File: config.mk
export PLATFORM = sky130hd
export DESIGN_NAME = arbitro_gato
export DESIGN_NICKNAME = d
export VERILOG_FILES = /design/src/rtl/gato_pkg.sv /design/src/rtl/detector_linea.sv /design/src/rtl/arbitro_gato.sv
export SDC_FILE = /design/constraint.sdc
export NUM_CORES = 1
export LEC_CHECK = 0
export BUFFER_PORTS_ARGS = -buffer_cell sky130_fd_sc_hd__buf_2
export CORE_ASPECT_RATIO = 0.75
export CORE_MARGIN = 3
export CORE_UTILIZATION = 55
export CTS_BUF_LIST = sky130_fd_sc_hd__clkbuf_8
export DETAILED_ROUTE_END_ITERATION = 8
export PLACE_DENSITY_LB_ADDON = 0.05
export SLEW_MARGIN = 20
export SYNTH_ARGS = -nofsm -noshare
export SYNTH_HDL_FRONTEND = slang
export SYNTH_HIERARCHICAL = 1
export SYNTH_SLANG_ARGS = --single-unit
File: constraint.sdc
create_clock -name clk -period 5.6 [get_ports clk]
set_input_delay 0.56 -clock clk [delete_from_list [all_inputs] [get_ports clk]]
set_output_delay 0.56 -clock clk [all_outputs]
set_load 0.05 [all_outputs]
File: src/rtl/gato_pkg.sv
// Shared definitions for the tic-tac-toe referee: cell codes, FSM states and the line table.
// Cell c1 sits in board bits [1:0], c9 in bits [17:16].
package gato_pkg;

  localparam logic [1:0] CASILLA_VACIA = 2'b00;
  localparam logic [1:0] CASILLA_X     = 2'b11;
  localparam logic [1:0] CASILLA_O     = 2'b01;

  typedef enum logic [2:0] {
    ESPERA_P1,
    ESPERA_P2,
    EVALUA_P1,
    EVALUA_P2,
    FIN
  } estado_t;

  localparam logic [2:0] LINEA_F1 = 3'd0;
  localparam logic [2:0] LINEA_F2 = 3'd1;
  localparam logic [2:0] LINEA_F3 = 3'd2;
  localparam logic [2:0] LINEA_C1 = 3'd3;
  localparam logic [2:0] LINEA_C2 = 3'd4;
  localparam logic [2:0] LINEA_C3 = 3'd5;
  localparam logic [2:0] LINEA_D1 = 3'd6;
  localparam logic [2:0] LINEA_D2 = 3'd7;

  // Zero-based cell indices (c1 = 0) of each line, ordered by line index.
  localparam logic [3:0] LINEAS [8][3] = '{
    '{4'd0, 4'd1, 4'd2},
    '{4'd3, 4'd4, 4'd5},
    '{4'd6, 4'd7, 4'd8},
    '{4'd0, 4'd3, 4'd6},
    '{4'd1, 4'd4, 4'd7},
    '{4'd2, 4'd5, 4'd8},
    '{4'd0, 4'd4, 4'd8},
    '{4'd2, 4'd4, 4'd6}
  };

  function automatic logic [1:0] celda(input logic [17:0] tablero, input logic [3:0] idx);
    return tablero[2*idx +: 2];
  endfunction

endpackage

File: src/rtl/detector_linea.sv
// Combinational line finder: flags whether a player owns any full line and reports the lowest index.
// Zero latency, no handshake.
module detector_linea
  import gato_pkg::*;
(
  input  logic [17:0] tablero,
  input  logic [1:0]  jugador,
  output logic        hay_linea,
  output logic [2:0]  linea
);

  always_comb begin
    hay_linea = 1'b0;
    linea     = LINEA_F1;
    // Scan downwards so the lowest matching index is the one left standing.
    for (int l = 7; l >= 0; l--) begin
      if (celda(tablero, LINEAS[l][0]) == jugador &&
          celda(tablero, LINEAS[l][1]) == jugador &&
          celda(tablero, LINEAS[l][2]) == jugador) begin
        hay_linea = 1'b1;
        linea     = 3'(l);
      end
    end
  end

endmodule

File: src/rtl/arbitro_gato.sv
// Tic-tac-toe referee: synchronises move levels, validates each move, tracks turn and result.
// Move edge to outputs is SYNC_STAGES+2 cycles; no backpressure, moves outside a waiting state are dropped.
module arbitro_gato
  import gato_pkg::*;
#(
  parameter int SYNC_STAGES = 2
) (
  input  logic       clk,
  input  logic       reset,
  input  logic       reinicio_partida,
  input  logic       p1_mm,
  input  logic       p2_mm,
  input  logic [1:0] guarda_c1,
  input  logic [1:0] guarda_c2,
  input  logic [1:0] guarda_c3,
  input  logic [1:0] guarda_c4,
  input  logic [1:0] guarda_c5,
  input  logic [1:0] guarda_c6,
  input  logic [1:0] guarda_c7,
  input  logic [1:0] guarda_c8,
  input  logic [1:0] guarda_c9,
  output logic       turno_p1,
  output logic       turno_p2,
  output logic       gana_p1,
  output logic       gana_p2,
  output logic       empate,
  output logic       fin_partida,
  output logic [2:0] linea_ganadora,
  output logic [3:0] jugadas,
  output logic       error_turno,
  output logic       error_casilla
);

  logic                   limpia;
  logic [SYNC_STAGES-1:0] p1_sync_q, p2_sync_q;
  logic                   p1_prev_q, p2_prev_q;
  logic                   p1_ev, p2_ev;
  logic [17:0]            celdas_q, tablero_q;
  estado_t                estado_q;
  logic                   turno_p1_q, turno_p2_q, gana_p1_q, gana_p2_q, empate_q, fin_q;
  logic [2:0]             linea_q;
  logic [3:0]             jugadas_q;
  logic                   error_turno_q, error_casilla_q;
  logic                   es_p1, nueva, hay_linea;
  logic [1:0]             mover;
  logic [3:0]             ocupadas;
  logic [2:0]             linea;

  assign limpia = reset | reinicio_partida;
  assign p1_ev  = p1_sync_q[SYNC_STAGES-1] & ~p1_prev_q;
  assign p2_ev  = p2_sync_q[SYNC_STAGES-1] & ~p2_prev_q;

  always_ff @(posedge clk) begin
    if (limpia) begin
      p1_sync_q <= '0;
      p2_sync_q <= '0;
      p1_prev_q <= 1'b0;
      p2_prev_q <= 1'b0;
      celdas_q  <= '0;
    end else begin
      p1_sync_q <= {p1_sync_q[SYNC_STAGES-2:0], p1_mm};
      p2_sync_q <= {p2_sync_q[SYNC_STAGES-2:0], p2_mm};
      p1_prev_q <= p1_sync_q[SYNC_STAGES-1];
      p2_prev_q <= p2_sync_q[SYNC_STAGES-1];
      celdas_q  <= {guarda_c9, guarda_c8, guarda_c7, guarda_c6, guarda_c5,
                    guarda_c4, guarda_c3, guarda_c2, guarda_c1};
    end
  end

  assign es_p1 = (estado_q == EVALUA_P1);
  assign mover = es_p1 ? CASILLA_X : CASILLA_O;

  // A legal move adds exactly one cell, and that cell must carry the mover's code.
  always_comb begin
    ocupadas = 4'd0;
    nueva    = 1'b0;
    for (int i = 0; i < 9; i++) begin
      if (celda(celdas_q, 4'(i)) != CASILLA_VACIA) ocupadas = ocupadas + 4'd1;
      if (celda(celdas_q, 4'(i)) == mover && celda(tablero_q, 4'(i)) == CASILLA_VACIA) nueva = 1'b1;
    end
  end

  detector_linea u_detector (
    .tablero   (celdas_q),
    .jugador   (mover),
    .hay_linea (hay_linea),
    .linea     (linea)
  );

  always_ff @(posedge clk) begin
    if (limpia) begin
      estado_q        <= ESPERA_P1;
      tablero_q       <= '0;
      turno_p1_q      <= 1'b1;
      turno_p2_q      <= 1'b0;
      gana_p1_q       <= 1'b0;
      gana_p2_q       <= 1'b0;
      empate_q        <= 1'b0;
      fin_q           <= 1'b0;
      linea_q         <= LINEA_F1;
      jugadas_q       <= 4'd0;
      error_turno_q   <= 1'b0;
      error_casilla_q <= 1'b0;
    end else begin
      error_turno_q   <= 1'b0;
      error_casilla_q <= 1'b0;
      case (estado_q)
        ESPERA_P1: begin
          if (p2_ev)      error_turno_q <= 1'b1;
          else if (p1_ev) estado_q      <= EVALUA_P1;
        end
        ESPERA_P2: begin
          if (p1_ev)      error_turno_q <= 1'b1;
          else if (p2_ev) estado_q      <= EVALUA_P2;
        end
        EVALUA_P1, EVALUA_P2: begin
          if (ocupadas != jugadas_q + 4'd1 || !nueva) begin
            error_casilla_q <= 1'b1;
            estado_q        <= es_p1 ? ESPERA_P1 : ESPERA_P2;
          end else begin
            tablero_q <= celdas_q;
            if (jugadas_q != 4'd9) jugadas_q <= jugadas_q + 4'd1;
            if (hay_linea) begin
              gana_p1_q  <= es_p1;
              gana_p2_q  <= !es_p1;
              linea_q    <= linea;
              fin_q      <= 1'b1;
              turno_p1_q <= 1'b0;
              turno_p2_q <= 1'b0;
              estado_q   <= FIN;
            end else if (ocupadas == 4'd9) begin
              empate_q   <= 1'b1;
              fin_q      <= 1'b1;
              turno_p1_q <= 1'b0;
              turno_p2_q <= 1'b0;
              estado_q   <= FIN;
            end else begin
              turno_p1_q <= !es_p1;
              turno_p2_q <= es_p1;
              estado_q   <= es_p1 ? ESPERA_P2 : ESPERA_P1;
            end
          end
        end
        FIN:     estado_q <= FIN;
        default: estado_q <= ESPERA_P1;
      endcase
    end
  end

  assign turno_p1       = turno_p1_q;
  assign turno_p2       = turno_p2_q;
  assign gana_p1        = gana_p1_q;
  assign gana_p2        = gana_p2_q;
  assign empate         = empate_q;
  assign fin_partida    = fin_q;
  assign linea_ganadora = linea_q;
  assign jugadas        = jugadas_q;
  assign error_turno    = error_turno_q;
  assign error_casilla  = error_casilla_q;

endmodule

**Yosys cells after proc, flatten, opt, wreduce, memory -nomap -nowiden**

Index checks and enable logic that the tools add are counted.

- Bits of input ports: 23
- Logic and storage cells: 165
- RAM bits: 0
- Bits in registers: 60
- Latch bits: 0
- Output and inout bits: 15
- ROM bits: 0
- Memories: 0

- $add $sub $neg: 9
- Bitwise logic cells: 8
- Divide/modulo/power cells: 0
- Mux-type cells: 55
- Reduce and logical (&&, ||, !) cells: 56
- $mul: 0
- Shift-type cells: 0
- Eq/ne operators: 20
- $lt $le $gt $ge: 0

Operator list:

| cell | count |
|---|---|
| 3-bit two-way mux | 15 |
| 4-bit by 1-bit adder with 4-bit output (second input constant) | 9 |
| 4-bit two-way mux | 8 |
| 1-bit two-way mux | 29 |
| 1-bit logical AND | 25 |
| 2-bit nonzero test | 10 |
| 2-bit == test | 9 |
| 2-bit logical NOT | 9 |
| 3-bit case mux with 4 select lines | 1 |
| 3-bit AND reduction | 3 |
| 2-bit inequality test (second input constant) | 4 |
| 4-bit AND reduction | 2 |
| 3-bit by 2-bit == test with 1-bit output (second input constant) | 2 |
| 1-bit NOT | 5 |
| 4-bit == test (second input constant) | 1 |
| 4-bit inequality test | 1 |
| 4-bit inequality test (second input constant) | 1 |
| 2-bit OR reduction | 2 |
| 3-bit by 1-bit == test with 1-bit output (second input constant) | 1 |
| 3-bit == test (second input constant) | 1 |
| 3-bit logical NOT | 1 |
| 1-bit bitwise AND | 2 |
| 1-bit logical NOT | 2 |
| 2-bit two-way mux | 1 |
| 4 further kinds | 4 |

**Depth between registers and ports, before layout**

- Depth after elaboration: 23
- Depth in mapped cells: 36
- Gate-level depth less buffers: 34

**Modules after synthesis**

The synthesis kept the hierarchy.

Modules (own cells, without submodules):

| module | cells each | area an instance (µm²) | times used | seq. area each (µm²) |
|---|---|---|---|---|
| arbitro_gato | 359 | 3,091.7 | 1 | 1,201.2 |
| detector_linea | 69 | 499.2 | 1 | 0.0 |

**Least setup slack after synthesis**

No wires, ideal clock.

- Path kind: register to register
- Start point: reg celdas_q[2]
- End point: reg turno_p1_q, in the netlist turno_p1
- Data arrival time: 5,599 ps
- Path slack: -121 ps
- Stages on the path, launching flop included: 34
- Path buffers: 1
- Cell sequence: dfxtp_1 -> or2_2 -> ha_1 -> nor3_1 -> nor2_1 -> ha_1 -> o21ai_0 -> o41ai_1 -> ha_1 -> o21ai_0 -> o21ai_0 -> nor2_1 -> inv_1 -> ha_1 -> o21ai_0 -> nand2_1 -> ha_1 -> o21ai_0 -> o31a_1 -> and2_1 -> inv_1 -> ha_1 -> nand2_1 -> o21ai_0 -> ha_1 -> nand2_1 -> xnor2_1 -> xnor2_1 -> a21oi_1 -> and4b_1 -> nand3_1 -> mux2_2 -> buf_6 -> a221o_1

- Word-level cells in the longest chain between the ends: 20
- Elaborated cells on any way between the ends: 43

Ends and longest elaborated chain:

| element | line | text |
|---|---|---|
| start: declaration | arbitro_gato.sv:38 | `logic [17:0] celdas_q, tablero_q;` |
| start signal: assignment | arbitro_gato.sv:65 | `celdas_q <= {guarda_c9, guarda_c8, guarda_c7, guarda_c6, guarda_c5,` |
| 2-bit nonzero test | arbitro_gato.sv:78 | `if (celda(celdas_q, 4'(i)) != CASILLA_VACIA) ocupadas = ocupadas + 4'd1;` |
| 4-bit two-way mux | arbitro_gato.sv:78 |  |
| 4-bit by 1-bit adder with 4-bit output | arbitro_gato.sv:78 |  |
| 4-bit two-way mux | arbitro_gato.sv:78 |  |
| 4-bit by 1-bit adder with 4-bit output | arbitro_gato.sv:78 |  |
| 4-bit two-way mux | arbitro_gato.sv:78 |  |
| 4-bit by 1-bit adder with 4-bit output | arbitro_gato.sv:78 |  |
| 4-bit two-way mux | arbitro_gato.sv:78 |  |
| [4 not listed] | n/a |  |
| 4-bit by 1-bit adder with 4-bit output | arbitro_gato.sv:78 |  |
| 4-bit two-way mux | arbitro_gato.sv:78 |  |
| 4-bit by 1-bit adder with 4-bit output | arbitro_gato.sv:78 |  |
| 4-bit two-way mux | arbitro_gato.sv:78 |  |
| 4-bit inequality test | arbitro_gato.sv:117 | `if (ocupadas != jugadas_q + 4'd1 \|\| !nueva) begin` |
| 1-bit logical OR | arbitro_gato.sv:117 |  |
| 1-bit NOT (no line) | n/a |  |
| 2-bit AND reduction (no line) | n/a |  |
| end signal: assignment | arbitro_gato.sv:138 | `turno_p1_q <= !es_p1;` |
| end: declaration | arbitro_gato.sv:40 | `logic turno_p1_q, turno_p2_q, gana_p1_q, gana_p2_q, empate_q, fin_q;` |

Parallel ways exist; a longest one is shown, timed or not.
A chain may end at the register's enable or synchronous reset.

**Worst setup path after layout**

- Start point: reg celdas_q[2]
- End point: reg jugadas_q[2], in the netlist jugadas[2]

- Word-level cells in the longest chain between the ends: 20
- Elaborated cells on any way between the ends: 31

Ends and longest elaborated chain:

| element | line | text |
|---|---|---|
| 2-bit nonzero test | arbitro_gato.sv:78 |  |
| 4-bit two-way mux | arbitro_gato.sv:78 |  |
| 4-bit by 1-bit adder with 4-bit output | arbitro_gato.sv:78 |  |
| 4-bit two-way mux | arbitro_gato.sv:78 |  |
| 4-bit by 1-bit adder with 4-bit output | arbitro_gato.sv:78 |  |
| 4-bit two-way mux | arbitro_gato.sv:78 |  |
| 4-bit by 1-bit adder with 4-bit output | arbitro_gato.sv:78 |  |
| 4-bit two-way mux | arbitro_gato.sv:78 |  |
| [4 not listed] | n/a |  |
| 4-bit by 1-bit adder with 4-bit output | arbitro_gato.sv:78 |  |
| 4-bit two-way mux | arbitro_gato.sv:78 |  |
| 4-bit by 1-bit adder with 4-bit output | arbitro_gato.sv:78 |  |
| 4-bit two-way mux | arbitro_gato.sv:78 |  |
| 4-bit inequality test | arbitro_gato.sv:117 |  |
| 1-bit logical OR (*) | arbitro_gato.sv:117 |  |
| 1-bit NOT (no line) (*) | n/a |  |
| 3-bit AND reduction (no line) (*) | n/a |  |
| end signal: assignment | arbitro_gato.sv:122 | `if (jugadas_q != 4'd9) jugadas_q <= jugadas_q + 4'd1;` |
| end: declaration | arbitro_gato.sv:42 | `logic [3:0] jugadas_q;` |

Every way passes the cells marked *; elsewhere a longest branch is shown, timed or not.

==> summary.txt <==
Synthesis
  • Synth Flop Type: dfxtp_1
  • Sequential area share after synthesis: 33.4%
  • Post-synthesis cell count: 428
  • Post-Synth Adder-Cell Area: 3.48%
  • Seq cells post-synth: 60
  • Asr flop ratio synth: 0%
  • Syn avg cell area: 8.39 sq um
  • Syn nets: 461
  • EDFF count, synth: 0
  • Main combinational cell family by area after synthesis: simple AND/OR/NAND/NOR gates
  • Netlist cell types: 62
  • Yosys top cell area share: 33.4%
  • Synth top area cells: dfxtp_1, nand2_1, and2_1
  • Synth warn: 6
  • Cell Area, Synth: 0.00359 sq mm
  • Largest area contributor in the netlist: dfxtp_1
  • Synth Area in Compound Gates: 15.7%
  • Post-Synth XOR/XNOR Area: 10.1%
  • Multiplexer area fraction after synthesis: 1.50%
  • Simple-gate share of the synthesized area: 31.3%

CTS
  • Clock sink count: 60
  • Clk buf depth: 2
  • Clock root buffer: clkbuf_8
  • Worst skew pair latency: 0.34 ns
  • # H-tree levels: 3
  • CTS tree: yes
  • Clock transition at the registers of the reported paths: 0.07 ns
  • Cts bufs inserted: 9

Timing
  • Final hold vios: 0
  • FMAX: 0.170 GHz
  • Setup-violating endpoint count in the final report: 33
  • Max_slew headroom: 52.2%
  • Final WS setup: -0.274 ns
  • Min cycle time layout: 5.87 ns
  • RSZ-0062 raised after global routing: true
  • Slew @ Worst Pin: 0.717 ns
  • Setup TNS: -6.15 ns
  • Max-slew violations: 0
  • Worst Skew: 0.00700 ns
  • WHS: 0.413 ns
  • Final period utilization: 105%

Floorplanning
  • Row count: 24
  • Core Area: 0.00607 sq mm
  • Initial Util: 59.2%
  • Die span in y: 76.0 um
  • Chip Width: 99.3 um
  • IO Count: 38
  • Die area: 0.00754 sq mm

Finish
  • Synth-to-layout area growth: 29.4%
  • Antenna diodes: 0
  • Multi-input gate area: 0.00245 sq mm
  • Share of layout cells above drive strength 1: 33.5%
  • Fill count: 423
  • Seq. cell area: 0.00120 sq mm
  • Nets: 542
  • Fin cells: 592

Worst setup path
  • Crit-path slowest cell: dfxtp_2
  • Critical Path RT: 5.86 ns
  • Crit path launch: celdas_q[2]$_SDFF_PP0_
  • Critical Path AT: 6.14 ns
  • Crit path max-delay family: adder cells
  • R2R Path Start: celdas_q[2]$_SDFF_PP0_
  • Crit Path Class: flip-flop to flip-flop
  • Worst setup SP type: flip-flop
  • Buffers & Inverters on Critical Path: 5
  • Max incr delay on CP: 0.32 ns
  • Worst setup EP type: flip-flop
  • Cell mode on critical path: ha_1
  • CP Max Fanout: 6

GRT
  • Total GRT Usage: 24.4%
  • Vias in the first global route: 3152
  • First-pass GRT wire length: 15.2 mm
  • Grt total ovfl: 0
  • Pin count of the biggest net entering global routing: 34
  • Initial antenna violation count: 0

Job
  • Max-Cap Viols: 0

Place
  • Placed cell count: 548
  • Gpl congestion: 0.871
  • I/O Buffers: 37
  • DP Wirelength: 6.27 mm

Outcome
  • Failing checks: setup timing
  • Outcome: finished, violations left

Drt
  • Met3 wire len: 643 um
  • DR WL/cell: 16.4 um
  • Routed wire length: 9.72 mm
  • Via/cell ratio: 5.91
  • Wl on met1: 4.63 mm
  • # DRC: 0
  • First-pass iteration count of the detailed router: 8
  • Antenna Violating Nets Remaining: 0
  • Via count: 3498
  • Top Metal Used: met4
  • Initial drt markers: 292
  • Wire length on met2: 4.33 mm

Worst hold path
  • Min-Delay Startpoint: guarda_c7[1]
  • Hold/Removal Path Class: input port to flip-flop

Pwr
  • Pwr/cell area: 284 mW/mm^2
  • Final Power: 1.32 mW
  • VDD IR-drop max: 228 uV
  • Static leakage: 1.89 nW
[flip-flops by register name, indices dropped and copies added, names as in the netlist]
register,flops
celdas_q,18
tablero_q,18
jugadas,4
estado_q,3
linea_ganadora,3
p1_sync_q,2
p2_sync_q,2
empate,1
error_casilla,1
error_turno,1
fin_partida,1
gana_p1,1
gana_p2,1
p1_prev_q,1
p2_prev_q,1
turno_p1,1
turno_p2,1
[layer usage]
metal / global-route usage (%) / vias to the layer above
li1: - / 1688
met1: 35.9 / 1651
met2: 36.4 / 140
met3: 6.04 / 19
met4: 4.64 / 0
met5: 0 / -
[repair_timing]
| action | in CTS | in global routing |
|---|---|---|
| gates cloned | 1 | 0 |
| buffers inserted | 22 | 7 |
| gates resized for setup | 32 | 34 |
| pin swaps | 17 | 23 |
| hold buffers | 0 | 0 |
| setup endpoints to repair | 33 | 33 |
[layout make-up]
| class | count | share of cell area [%] |
|---|---|---|
| repair buffers | 88 | 13.3 |
| flip-flops and latches | 60 | 25.9 |
| clock buffers | 9 | 2.67 |
| clock inverters | 7 | 2.48 |
| multi-input cells | 341 | 52.7 |
| inverters | 9 | 0.781 |
| well taps | 78 | 2.10 |
[report_power, final]
part,switching [mW],internal [mW]
Clock,0.181,0.294
Sequential,0.0146,0.433
Combinational,0.193,0.202
[cell families (layout without fill, tap and decap cells)]
kind of cell,after synthesis,after routing
xor gates and xnor gates,33,33
and+or+nand+nor,203,203
AOI/OAI and AO/OA,90,90
adders and majority gates,10,10
DFF,60,60
buffers and inverters,27,113
other,1,1
muxes,4,4
[layout by cell type (no fill, tap or decap), drive strengths merged, types with 3 or more instances in the layout]
cell type and instances:
o21ai 25, or3 4, xnor2 20, nand2 53, buf 88, and3 13
a21oi 32, or2 6, nand2b 3, o211ai 4, o22ai 7, bufinv 3
mux2i 3, nor2b 4, dfxtp 60, clkbuf 9, o21a 3, nor4bb 9
ha 10, nand3 13, xnor3 3, xor2 10, nor4 6, and2 27
inv 9, nor4b 9, nor3 18, nor2 29
[cells in the mapped netlist (4+ instances only)]
library cell / n
nor3_1: 15
nand3_1: 13
nor4_1: 6
clkbuf_1: 9
and3_1: 13
buf_6: 7
dfxtp_1: 60
nor2_1: 28
xor2_1: 10
and2_1: 27
o21ai_0: 22
nand2_1: 52
a21oi_1: 32
nor4bb_1: 9
xnor2_1: 16
o22ai_1: 7
inv_1: 9
xnor2_2: 4
ha_1: 10
nor4b_1: 9
nor2b_1: 4
or2_2: 5
[worst register-to-register path: cells and delay by family, from the launching register on]
| family | cells | cell delay, ns |
|---|---|---|
| xor+xnor | 2 | 0.27 |
| mux | 1 | 0.20 |
| compound gates | 10 | 1.09 |
| simple gates | 11 | 1.51 |
| flops | 1 | 0.32 |
| buf+inv | 5 | 0.57 |
| fa+ha+maj | 7 | 1.85 |
[metrics by stage]
| stage | area [sq um] | util, % | worst slack, ns |
|---|---|---|---|
| floorplan | 3620 | - | 0.000395 |
| global placement | 3950 | 65.2 | 0.0148 |
| detailed placement | 3950 | 65.2 | -0.273 |
| CTS | 4490 | 74.1 | -0.0270 |
| global route | 4650 | 76.6 | -0.557 |
| finish | 4650 | 76.6 | -0.274 |
[path summary, 6_finish.rpt]
path / to / slack (ns) / cells after the start
setup reg to reg: jugadas[2]$_SDFFE_PP0P_ / -0.27 / 36
setup / recovery: jugadas[2]$_SDFFE_PP0P_ / -0.27 / 36
hold / removal: celdas_q[13]$_SDFF_PP0_ / 0.41 / 2
hold reg to reg: p1_sync_q[1]$_SDFF_PP0_ / 0.43 / 1
No activity file was read; power rests on OpenSTA's default activity.
